File: config.mk
export PLATFORM = sky130hd
export DESIGN_NAME = dcache_data_arbiter_flat
export DESIGN_NICKNAME = d
export VERILOG_FILES = /design/src/rtl/dcache_pkg.sv /design/src/rtl/dcache_data_arbiter_if.sv /design/src/rtl/dcache_refill_beat_mux.sv /design/src/rtl/dcache_data_arbiter.sv /design/src/flat_wrapper.sv
export SDC_FILE = /design/constraint.sdc
export NUM_CORES = 1
export LEC_CHECK = 0
export CAP_MARGIN = 20
export CORE_AREA = 2 2 251 253
export CTS_CLUSTER_DIAMETER = 100
export DETAILED_ROUTE_END_ITERATION = 10
export DIE_AREA = 0 0 253 255
export PLACE_DENSITY_LB_ADDON = 0.05
export RECOVER_POWER = 50
export SYNTH_ARGS = -nofsm -noshare
export SYNTH_HDL_FRONTEND = slang
export SYNTH_SLANG_ARGS = --single-unit
export TNS_END_PERCENT = 1
File: constraint.sdc
create_clock -name clk_i -period 2.8 [get_ports clk_i]
set_input_delay 0.84 -clock clk_i [delete_from_list [all_inputs] [get_ports clk_i]]
set_output_delay 0.84 -clock clk_i [all_outputs]
set_load 0.05 [all_outputs]
File: src/rtl/dcache_pkg.sv
// Shared types and sizing helpers for the D-cache data store arbiter.
// Optional feature macro used by the arbiter: DCACHE_ARB_STARVE_GUARD_EN.
package dcache_pkg;

  typedef enum logic [0:0] {
    ARB_IDLE   = 1'b0,
    ARB_REFILL = 1'b1
  } arb_state_e;

  localparam int DCACHE_DATA_WIDTH = 128;
  localparam int DCACHE_BEAT_WIDTH = 64;

  // A single-beat line still needs a one-bit counter so the port never collapses to zero width.
  function automatic int beat_cnt_width(input int beats);
    return (beats > 1) ? $clog2(beats) : 1;
  endfunction

  localparam int REFILL_BEATS = DCACHE_DATA_WIDTH / DCACHE_BEAT_WIDTH;
  localparam int BEAT_CNT_W   = beat_cnt_width(REFILL_BEATS);

endpackage

File: src/rtl/dcache_data_arbiter_if.sv
// Requester-side bundle of the data store arbiter: refill burst, store and load channels.
// Signal suffixes are from the arbiter's point of view; the arbiter uses the slave modport.
interface dcache_data_arbiter_if #(
  parameter int DATA_WIDTH = 128,
  parameter int NUM_WORDS  = 256,
  parameter int BEAT_WIDTH = 64
);
  localparam int IdxW     = $clog2(NUM_WORDS);
  localparam int NumBytes = DATA_WIDTH / 8;

  logic                  refill_start_i;
  logic [IdxW-1:0]       refill_idx_i;
  logic                  refill_beat_valid_i;
  logic [BEAT_WIDTH-1:0] refill_beat_i;
  logic                  refill_ready_o;
  logic                  refill_done_o;

  logic                  st_req_i;
  logic [IdxW-1:0]       st_idx_i;
  logic [NumBytes-1:0]   st_be_i;
  logic [DATA_WIDTH-1:0] st_wdata_i;
  logic                  st_gnt_o;

  logic                  ld_req_i;
  logic [IdxW-1:0]       ld_idx_i;
  logic                  ld_gnt_o;
  logic                  ld_rvalid_o;
  logic [DATA_WIDTH-1:0] ld_rdata_o;

  modport master (
    output refill_start_i, refill_idx_i, refill_beat_valid_i, refill_beat_i,
    input  refill_ready_o, refill_done_o,
    output st_req_i, st_idx_i, st_be_i, st_wdata_i,
    input  st_gnt_o,
    output ld_req_i, ld_idx_i,
    input  ld_gnt_o, ld_rvalid_o, ld_rdata_o
  );

  modport slave (
    input  refill_start_i, refill_idx_i, refill_beat_valid_i, refill_beat_i,
    output refill_ready_o, refill_done_o,
    input  st_req_i, st_idx_i, st_be_i, st_wdata_i,
    output st_gnt_o,
    input  ld_req_i, ld_idx_i,
    output ld_gnt_o, ld_rvalid_o, ld_rdata_o
  );

endinterface

File: src/rtl/dcache_refill_beat_mux.sv
// Places one refill beat into its slice of a cache line: byte enables select the slice,
// write data carries the beat replicated across every slice.
module dcache_refill_beat_mux
  import dcache_pkg::*;
#(
  parameter int  DATA_WIDTH = 128,
  parameter int  BEAT_WIDTH = 64,
  localparam int CntW       = beat_cnt_width(DATA_WIDTH / BEAT_WIDTH)
) (
  input  logic [CntW-1:0]         beat_idx_i,
  input  logic [BEAT_WIDTH-1:0]   beat_i,
  output logic [DATA_WIDTH/8-1:0] be_o,
  output logic [DATA_WIDTH-1:0]   wdata_o
);

  localparam int Beats     = DATA_WIDTH / BEAT_WIDTH;
  localparam int BeatBytes = BEAT_WIDTH / 8;

  for (genvar k = 0; k < Beats; k++) begin : g_beat
    assign be_o[k*BeatBytes +: BeatBytes]     = {BeatBytes{beat_idx_i == CntW'(k)}};
    assign wdata_o[k*BEAT_WIDTH +: BEAT_WIDTH] = beat_i;
  end

endmodule

File: src/rtl/dcache_data_arbiter.sv
// Sequencer/arbiter for the single-port D-cache data store: refill burst > store > load.
// Define DCACHE_ARB_STARVE_GUARD_EN to let a load that lost MAX_WAIT cycles in a row beat stores.
module dcache_data_arbiter
  import dcache_pkg::*;
#(
  parameter int  DATA_WIDTH = 128,
  parameter int  NUM_WORDS  = 256,
  parameter int  BEAT_WIDTH = 64,
  parameter int  MAX_WAIT   = 8,
  localparam int IdxW       = $clog2(NUM_WORDS),
  localparam int NumBytes   = DATA_WIDTH / 8
) (
  input  logic                  clk_i,
  input  logic                  rst_i,
  dcache_data_arbiter_if.slave  req_if,
  output logic                  ds_en_o,
  output logic                  ds_we_o,
  output logic [NumBytes-1:0]   ds_be_o,
  output logic [IdxW-1:0]       ds_addr_o,
  output logic [DATA_WIDTH-1:0] ds_wdata_o,
  input  logic [DATA_WIDTH-1:0] ds_rdata_i
);

  localparam int Beats = DATA_WIDTH / BEAT_WIDTH;
  localparam int CntW  = beat_cnt_width(Beats);

  if (MAX_WAIT < 1 || (DATA_WIDTH % BEAT_WIDTH) != 0) begin : g_param_err
    $error("dcache_data_arbiter: MAX_WAIT must be >= 1 and DATA_WIDTH a multiple of BEAT_WIDTH");
  end

  arb_state_e            state_q, state_d;
  logic [CntW-1:0]       beatCnt_q, beatCnt_d;
  logic [IdxW-1:0]       refillIdx_q, refillIdx_d;
  logic                  ldRvalid_q;
  logic                  stGnt, ldGnt, refillDone, starveHit;
  logic [NumBytes-1:0]   beatBe;
  logic [DATA_WIDTH-1:0] beatWdata;

  dcache_refill_beat_mux #(
    .DATA_WIDTH (DATA_WIDTH),
    .BEAT_WIDTH (BEAT_WIDTH)
  ) u_beat_mux (
    .beat_idx_i (beatCnt_q),
    .beat_i     (req_if.refill_beat_i),
    .be_o       (beatBe),
    .wdata_o    (beatWdata)
  );

  always_ff @(posedge clk_i or posedge rst_i) begin
    if (rst_i) begin
      state_q     <= ARB_IDLE;
      beatCnt_q   <= '0;
      refillIdx_q <= '0;
      ldRvalid_q  <= 1'b0;
    end else begin
      state_q     <= state_d;
      beatCnt_q   <= beatCnt_d;
      refillIdx_q <= refillIdx_d;
      ldRvalid_q  <= ldGnt;
    end
  end

  // Grants are gated by reset so nothing reaches the SRAM while the block is held in reset.
  always_comb begin
    state_d     = state_q;
    beatCnt_d   = beatCnt_q;
    refillIdx_d = refillIdx_q;
    stGnt       = 1'b0;
    ldGnt       = 1'b0;
    refillDone  = 1'b0;
    ds_en_o     = 1'b0;
    ds_we_o     = 1'b0;
    ds_be_o     = '0;
    ds_addr_o   = '0;
    ds_wdata_o  = '0;
    if (!rst_i) begin
      unique case (state_q)
        ARB_IDLE: begin
          if (req_if.refill_start_i) begin
            refillIdx_d = req_if.refill_idx_i;
            beatCnt_d   = '0;
            state_d     = ARB_REFILL;
          end else if (req_if.ld_req_i && starveHit) begin
            ldGnt = 1'b1;
          end else if (req_if.st_req_i) begin
            stGnt = 1'b1;
          end else if (req_if.ld_req_i) begin
            ldGnt = 1'b1;
          end
          if (stGnt) begin
            ds_en_o    = 1'b1;
            ds_we_o    = 1'b1;
            ds_be_o    = req_if.st_be_i;
            ds_addr_o  = req_if.st_idx_i;
            ds_wdata_o = req_if.st_wdata_i;
          end else if (ldGnt) begin
            ds_en_o   = 1'b1;
            ds_addr_o = req_if.ld_idx_i;
          end
        end
        ARB_REFILL: begin
          if (req_if.refill_beat_valid_i) begin
            ds_en_o    = 1'b1;
            ds_we_o    = 1'b1;
            ds_be_o    = beatBe;
            ds_addr_o  = refillIdx_q;
            ds_wdata_o = beatWdata;
            if (beatCnt_q == CntW'(Beats - 1)) begin
              refillDone = 1'b1;
              beatCnt_d  = '0;
              state_d    = ARB_IDLE;
            end else begin
              beatCnt_d = beatCnt_q + CntW'(1);
            end
          end
        end
        default: state_d = ARB_IDLE;
      endcase
    end
  end

`ifdef DCACHE_ARB_STARVE_GUARD_EN
  localparam int StarveW = $clog2(MAX_WAIT + 1);

  logic [StarveW-1:0] starveCnt_q, starveCnt_d;

  // Only cycles lost while arbitration is open count; a refill burst is not a loss.
  always_comb begin
    starveCnt_d = starveCnt_q;
    if (!req_if.ld_req_i || ldGnt) begin
      starveCnt_d = '0;
    end else if (state_q == ARB_IDLE && starveCnt_q != StarveW'(MAX_WAIT)) begin
      starveCnt_d = starveCnt_q + StarveW'(1);
    end
  end

  always_ff @(posedge clk_i or posedge rst_i) begin
    if (rst_i) begin
      starveCnt_q <= '0;
    end else begin
      starveCnt_q <= starveCnt_d;
    end
  end

  assign starveHit = (starveCnt_q == StarveW'(MAX_WAIT));
`else
  assign starveHit = 1'b0;
`endif

  assign req_if.refill_ready_o = (state_q == ARB_IDLE) || (state_q == ARB_REFILL);
  assign req_if.refill_done_o  = refillDone;
  assign req_if.st_gnt_o       = stGnt;
  assign req_if.ld_gnt_o       = ldGnt;
  assign req_if.ld_rvalid_o    = ldRvalid_q;
  assign req_if.ld_rdata_o     = ds_rdata_i;

endmodule

File: src/flat_wrapper.sv
// flat-port wrapper written by rule: the top's interface ports become plain ports
module dcache_data_arbiter_flat import dcache_pkg::*;
#(
  parameter int  DATA_WIDTH = 128,
  parameter int  NUM_WORDS  = 256,
  parameter int  BEAT_WIDTH = 64,
  parameter int  MAX_WAIT   = 8,
  localparam int IdxW       = $clog2(NUM_WORDS),
  localparam int NumBytes   = DATA_WIDTH / 8
)
  (clk_i, rst_i, ds_en_o, ds_we_o, ds_be_o, ds_addr_o, ds_wdata_o, ds_rdata_i, req_if_refill_start_i, req_if_refill_idx_i, req_if_refill_beat_valid_i, req_if_refill_beat_i, req_if_refill_ready_o, req_if_refill_done_o, req_if_st_req_i, req_if_st_idx_i, req_if_st_be_i, req_if_st_wdata_i, req_if_st_gnt_o, req_if_ld_req_i, req_if_ld_idx_i, req_if_ld_gnt_o, req_if_ld_rvalid_o, req_if_ld_rdata_o);
  dcache_data_arbiter_if #(.DATA_WIDTH(DATA_WIDTH), .NUM_WORDS(NUM_WORDS), .BEAT_WIDTH(BEAT_WIDTH)) req_if_i ();
  input  logic clk_i;
  input  logic rst_i;
  output logic ds_en_o;
  output logic ds_we_o;
  output logic [NumBytes-1:0] ds_be_o;
  output logic [IdxW-1:0] ds_addr_o;
  output logic [DATA_WIDTH-1:0] ds_wdata_o;
  input  logic [DATA_WIDTH-1:0] ds_rdata_i;
  input wire logic [$bits(req_if_i.refill_start_i)-1:0] req_if_refill_start_i;
  input wire logic [$bits(req_if_i.refill_idx_i)-1:0] req_if_refill_idx_i;
  input wire logic [$bits(req_if_i.refill_beat_valid_i)-1:0] req_if_refill_beat_valid_i;
  input wire logic [$bits(req_if_i.refill_beat_i)-1:0] req_if_refill_beat_i;
  output wire logic [$bits(req_if_i.refill_ready_o)-1:0] req_if_refill_ready_o;
  output wire logic [$bits(req_if_i.refill_done_o)-1:0] req_if_refill_done_o;
  input wire logic [$bits(req_if_i.st_req_i)-1:0] req_if_st_req_i;
  input wire logic [$bits(req_if_i.st_idx_i)-1:0] req_if_st_idx_i;
  input wire logic [$bits(req_if_i.st_be_i)-1:0] req_if_st_be_i;
  input wire logic [$bits(req_if_i.st_wdata_i)-1:0] req_if_st_wdata_i;
  output wire logic [$bits(req_if_i.st_gnt_o)-1:0] req_if_st_gnt_o;
  input wire logic [$bits(req_if_i.ld_req_i)-1:0] req_if_ld_req_i;
  input wire logic [$bits(req_if_i.ld_idx_i)-1:0] req_if_ld_idx_i;
  output wire logic [$bits(req_if_i.ld_gnt_o)-1:0] req_if_ld_gnt_o;
  output wire logic [$bits(req_if_i.ld_rvalid_o)-1:0] req_if_ld_rvalid_o;
  output wire logic [$bits(req_if_i.ld_rdata_o)-1:0] req_if_ld_rdata_o;
  assign req_if_i.refill_start_i = req_if_refill_start_i;
  assign req_if_i.refill_idx_i = req_if_refill_idx_i;
  assign req_if_i.refill_beat_valid_i = req_if_refill_beat_valid_i;
  assign req_if_i.refill_beat_i = req_if_refill_beat_i;
  assign req_if_refill_ready_o = req_if_i.refill_ready_o;
  assign req_if_refill_done_o = req_if_i.refill_done_o;
  assign req_if_i.st_req_i = req_if_st_req_i;
  assign req_if_i.st_idx_i = req_if_st_idx_i;
  assign req_if_i.st_be_i = req_if_st_be_i;
  assign req_if_i.st_wdata_i = req_if_st_wdata_i;
  assign req_if_st_gnt_o = req_if_i.st_gnt_o;
  assign req_if_i.ld_req_i = req_if_ld_req_i;
  assign req_if_i.ld_idx_i = req_if_ld_idx_i;
  assign req_if_ld_gnt_o = req_if_i.ld_gnt_o;
  assign req_if_ld_rvalid_o = req_if_i.ld_rvalid_o;
  assign req_if_ld_rdata_o = req_if_i.ld_rdata_o;
  dcache_data_arbiter #(.DATA_WIDTH(DATA_WIDTH), .NUM_WORDS(NUM_WORDS), .BEAT_WIDTH(BEAT_WIDTH), .MAX_WAIT(MAX_WAIT)) u_core (.clk_i(clk_i), .rst_i(rst_i), .req_if(req_if_i), .ds_en_o(ds_en_o), .ds_we_o(ds_we_o), .ds_be_o(ds_be_o), .ds_addr_o(ds_addr_o), .ds_wdata_o(ds_wdata_o), .ds_rdata_i(ds_rdata_i));
endmodule
==> flow_metrics.env <==
export IMPL_status="finished, violations left"
export IMPL_violations="setup timing"
export IMPL_tightest_slew_ns=0.593
export IMPL_grt_max_degree=51
export IMPL_crit_top_cell="buf_6"
export IMPL_drive_above_1_share_pct=44.0
export IMPL_syn_num_nets=970
export IMPL_cp_end_kind="output pin"
export IMPL_cts_sinks=11
export IMPL_hold_viol=0
export IMPL_critPathBufInv=7
export IMPL_slew_headroom_pct=60.4
export IMPL_initial_core_util_pct=5.62
export IMPL_yosysMostFrequentCell="nand2_1"
export IMPL_rows=92
export IMPL_postSynthCellCount=604
export IMPL_wl_per_cell_um=18.5
export IMPL_yosysTopAreaCell="buf_4"
export IMPL_fin_setup_tns_ns=-13.42
export IMPL_slowest_delay_ns=0.18
export IMPL_cp_start_kind="input port"
export IMPL_grt_pass1_vias=5653
export IMPL_numCtsBuffers=3
export IMPL_criticalPathCategory="input port to output pin"
export IMPL_critical_path_arrival_ns=2.17
export IMPL_num_vias=5150
export IMPL_wl_mm=31.3
export IMPL_htreeDepth=1
export IMPL_synth_warning_count=0
export IMPL_hold_path_class="flip-flop to flip-flop"
export IMPL_place_congestion=0.687
export IMPL_final_max_slew_viol_count=0
export IMPL_dieArea_um2=64500
export IMPL_antenna_found_initial=8
export IMPL_p_leak_uw=0.00344
export IMPL_clock_latency_ns=0.25
export IMPL_first_pass_iters=5
export IMPL_p_total_uw=4740
export IMPL_critPathTopFamily="buffers and inverters"
export IMPL_critPathMaxFanout=6
export IMPL_synth_cell_types=25
export IMPL_fill_cells=7031
export IMPL_grt_first_pass_wirelength_mm=42.1
export IMPL_drt_iter0_markers=105
export IMPL_grtUsageTotal_pct=9.12
export IMPL_cts_hold_buffers=0
export IMPL_layout_min_cycle_time_ns=3.01
export IMPL_area_growth_pct=192
export IMPL_synth_flop_cell="dfrtp_1"
export IMPL_die_height_um=255
export IMPL_required_ns=1.96
export IMPL_fin_cells=1692
export IMPL_finalCritPeriodShare_pct=107
export IMPL_avgViaCountPerCell=3.04
export IMPL_power_density_nw_per_um2=465
export IMPL_core_area_um2=62200
export IMPL_timing_fmax_mhz=332
export IMPL_setup_slack_ns=-0.210
export IMPL_die_w_um=253
export IMPL_synth_top_area_share_pct=27.9
export IMPL_crit_chain="buf_6 -> nor3b_4 -> buf_12 -> buf_6 -> buf_16 -> buf_12 -> buf_4 -> nand2b_4 -> o2111a_1 -> buf_6"
export IMPL_grt_overflow=0
export IMPL_peakVddDrop_mv=0.189
export IMPL_synthTopCellsByArea="buf_4 28%, nand2_1 22%, a21oi_1 21%, dfrtp_1 7.9%, buf_6 4.5%"
export IMPL_synth_area_um2=3490
export IMPL_nNetsFinal=1258
export IMPL_io_buffers=395
export IMPL_ys_async_sr_fraction_pct=100
export IMPL_setup_viol=140
export IMPL_slowest_stage="o2111a_1"
export IMPL_dpl_cell_count=1676
export IMPL_root_buffer="clkbuf_16"
export IMPL_dpl_hpwl_mm=25.8
export IMPL_drc=0
export IMPL_ant_nets=0
export IMPL_cap_violations=0
export IMPL_ios=653
export IMPL_ys_seq_area_share_pct=7.88
export IMPL_synth_edf_count=0
export IMPL_clk_pin_slew_ns=0.05
export IMPL_clockBufferDepth=2
export IMPL_ys_ff_latch=11
export IMPL_fin_skew_ns=0.00368
export IMPL_rsz0062_at_grt="yes"
export IMPL_syn_mean_instance_area_um2=5.79
export IMPL_tritoncts="built"
export IMPL_synth_common_cells="209 x nand2_1, 147 x a21oi_1, 130 x buf_4, 25 x clkbuf_1, 14 x buf_6"
cell usage in the layout (no fill, tap or decap), drive strengths merged:
cell type | netlist | layout
nor3b | 2 | 2
and2 | 2 | 2
o2111a | 8 | 8
a21oi | 147 | 147
nor2b | 3 | 3
clkinvlp | 0 | 1
buf | 148 | 218
diode | 0 | 2
nor2 | 11 | 11
or2b | 3 | 3
o21ai | 12 | 12
nand2 | 209 | 209
clkdlybuf4s50 | 0 | 233
nand3 | 1 | 1
nand2b | 5 | 5
mux2 | 8 | 8
clkbuf | 25 | 8
inv | 4 | 3
and3 | 1 | 1
clkdlybuf4s15 | 0 | 1
nor4b | 1 | 1
dfrtp | 11 | 11
conb | 1 | 1
o21a | 2 | 2
kinds of logic (layout without fill, tap and decap cells):
kind of cell	count (synthesis)	count (layout)	share of synthesized area, %
buffers and inverters	177	464	36.1
multiplexers	8	8	2.58
other	1	3	0.107
AND/OR/NAND/NOR	238	238	27.6
flip-flops	11	11	7.88
AO/OA/AOI/OAI	169	169	25.8
report_power, final:
group          internal [uW]  switching, uW  total (uW)
Combinational           1940           2230        4160
Clock                    193           88.7         282
Sequential               232           61.1         293
Total                   2360           2380        4740
sequential cells by signal, summed over array words and instances (netlist names):
| register | count |
|---|---|
| u_core.beatCnt_q | 1 |
| u_core.refillIdx_q | 8 |
| u_core.req_if.ld_rvalid_o | 1 |
| u_core.state_q | 1 |
path summary, 6_finish.rpt:
path | startpoint | end | slack, ns | cells past startpoint
max reg2reg | u_core.state_q$_DFFE_PP0N_ | u_core.req_if.ld_rvalid_o$_DFF_PP0_ | 1.02 | 5
min reg2reg | u_core.refillIdx_q[0]$_DFFE_PP0P_ | u_core.refillIdx_q[0]$_DFFE_PP0P_ | 0.52 | 1
max | req_if_st_req_i | ds_addr_o[3] | -0.21 | 10
min | u_core.refillIdx_q[0]$_DFFE_PP0P_ | u_core.refillIdx_q[0]$_DFFE_PP0P_ | 0.52 | 1
min in group asynchronous | rst_i | u_core.state_q$_DFFE_PP0N_ | 0.55 | 2
max in group asynchronous | rst_i | u_core.refillIdx_q[0]$_DFFE_PP0P_ | 1.51 | 3
stage by stage:
step                setup slack (ns)  hold WS, ns  cell area, um^2  util [%]
global route                  -0.271        0.532            10200      16.4
CTS                           -0.262        0.523            10100      16.2
detailed placement            -0.654        0.506             9340      15.0
finish                        -0.210        0.516            10200      16.4
global placement              -0.653        0.509             9340      15.0
floorplan                     -0.358        0.481             3610         -
area by class of cell:
type                            instances  area [um^2]  share of cell area (%)
Sequential cell                        11          275                    2.70
Tap cell                              799         1000                    9.81
Multi-Input combinational cell        416         2570                    25.2
Inverter                                4         18.8                   0.184
Clock buffer                            4         78.8                   0.773
Timing Repair Buffer                  456         6250                    61.3
Antenna cell                            2         5.00                  0.0491
repair_timing:
item,in CTS,in global routing
setup endpoints to repair,157,153
cloned,3,0
gates resized for setup,156,32
pin swaps,73,19
setup buffers,7,1
routing by layer:
metal / GRT usage (%) / vias up / share of wire, %
li1: - / 2429 / -
met1: 8.27 / 2357 / 32
met2: 18.0 / 285 / 54
met3: 4.19 / 69 / 11
met4: 2.64 / 10 / 2.7
met5: 0 / - / 0.19
worst register-to-register path, stage by stage, from the launching register on:
cell and delay (ns):
dfrtp_1 0.47, buf_4 0.23, nor2_1 0.11, clkbuf_1 0.42, and3_1 0.35, buf_4 0.14
Note: power is estimated with default switching activity, not from simulation.
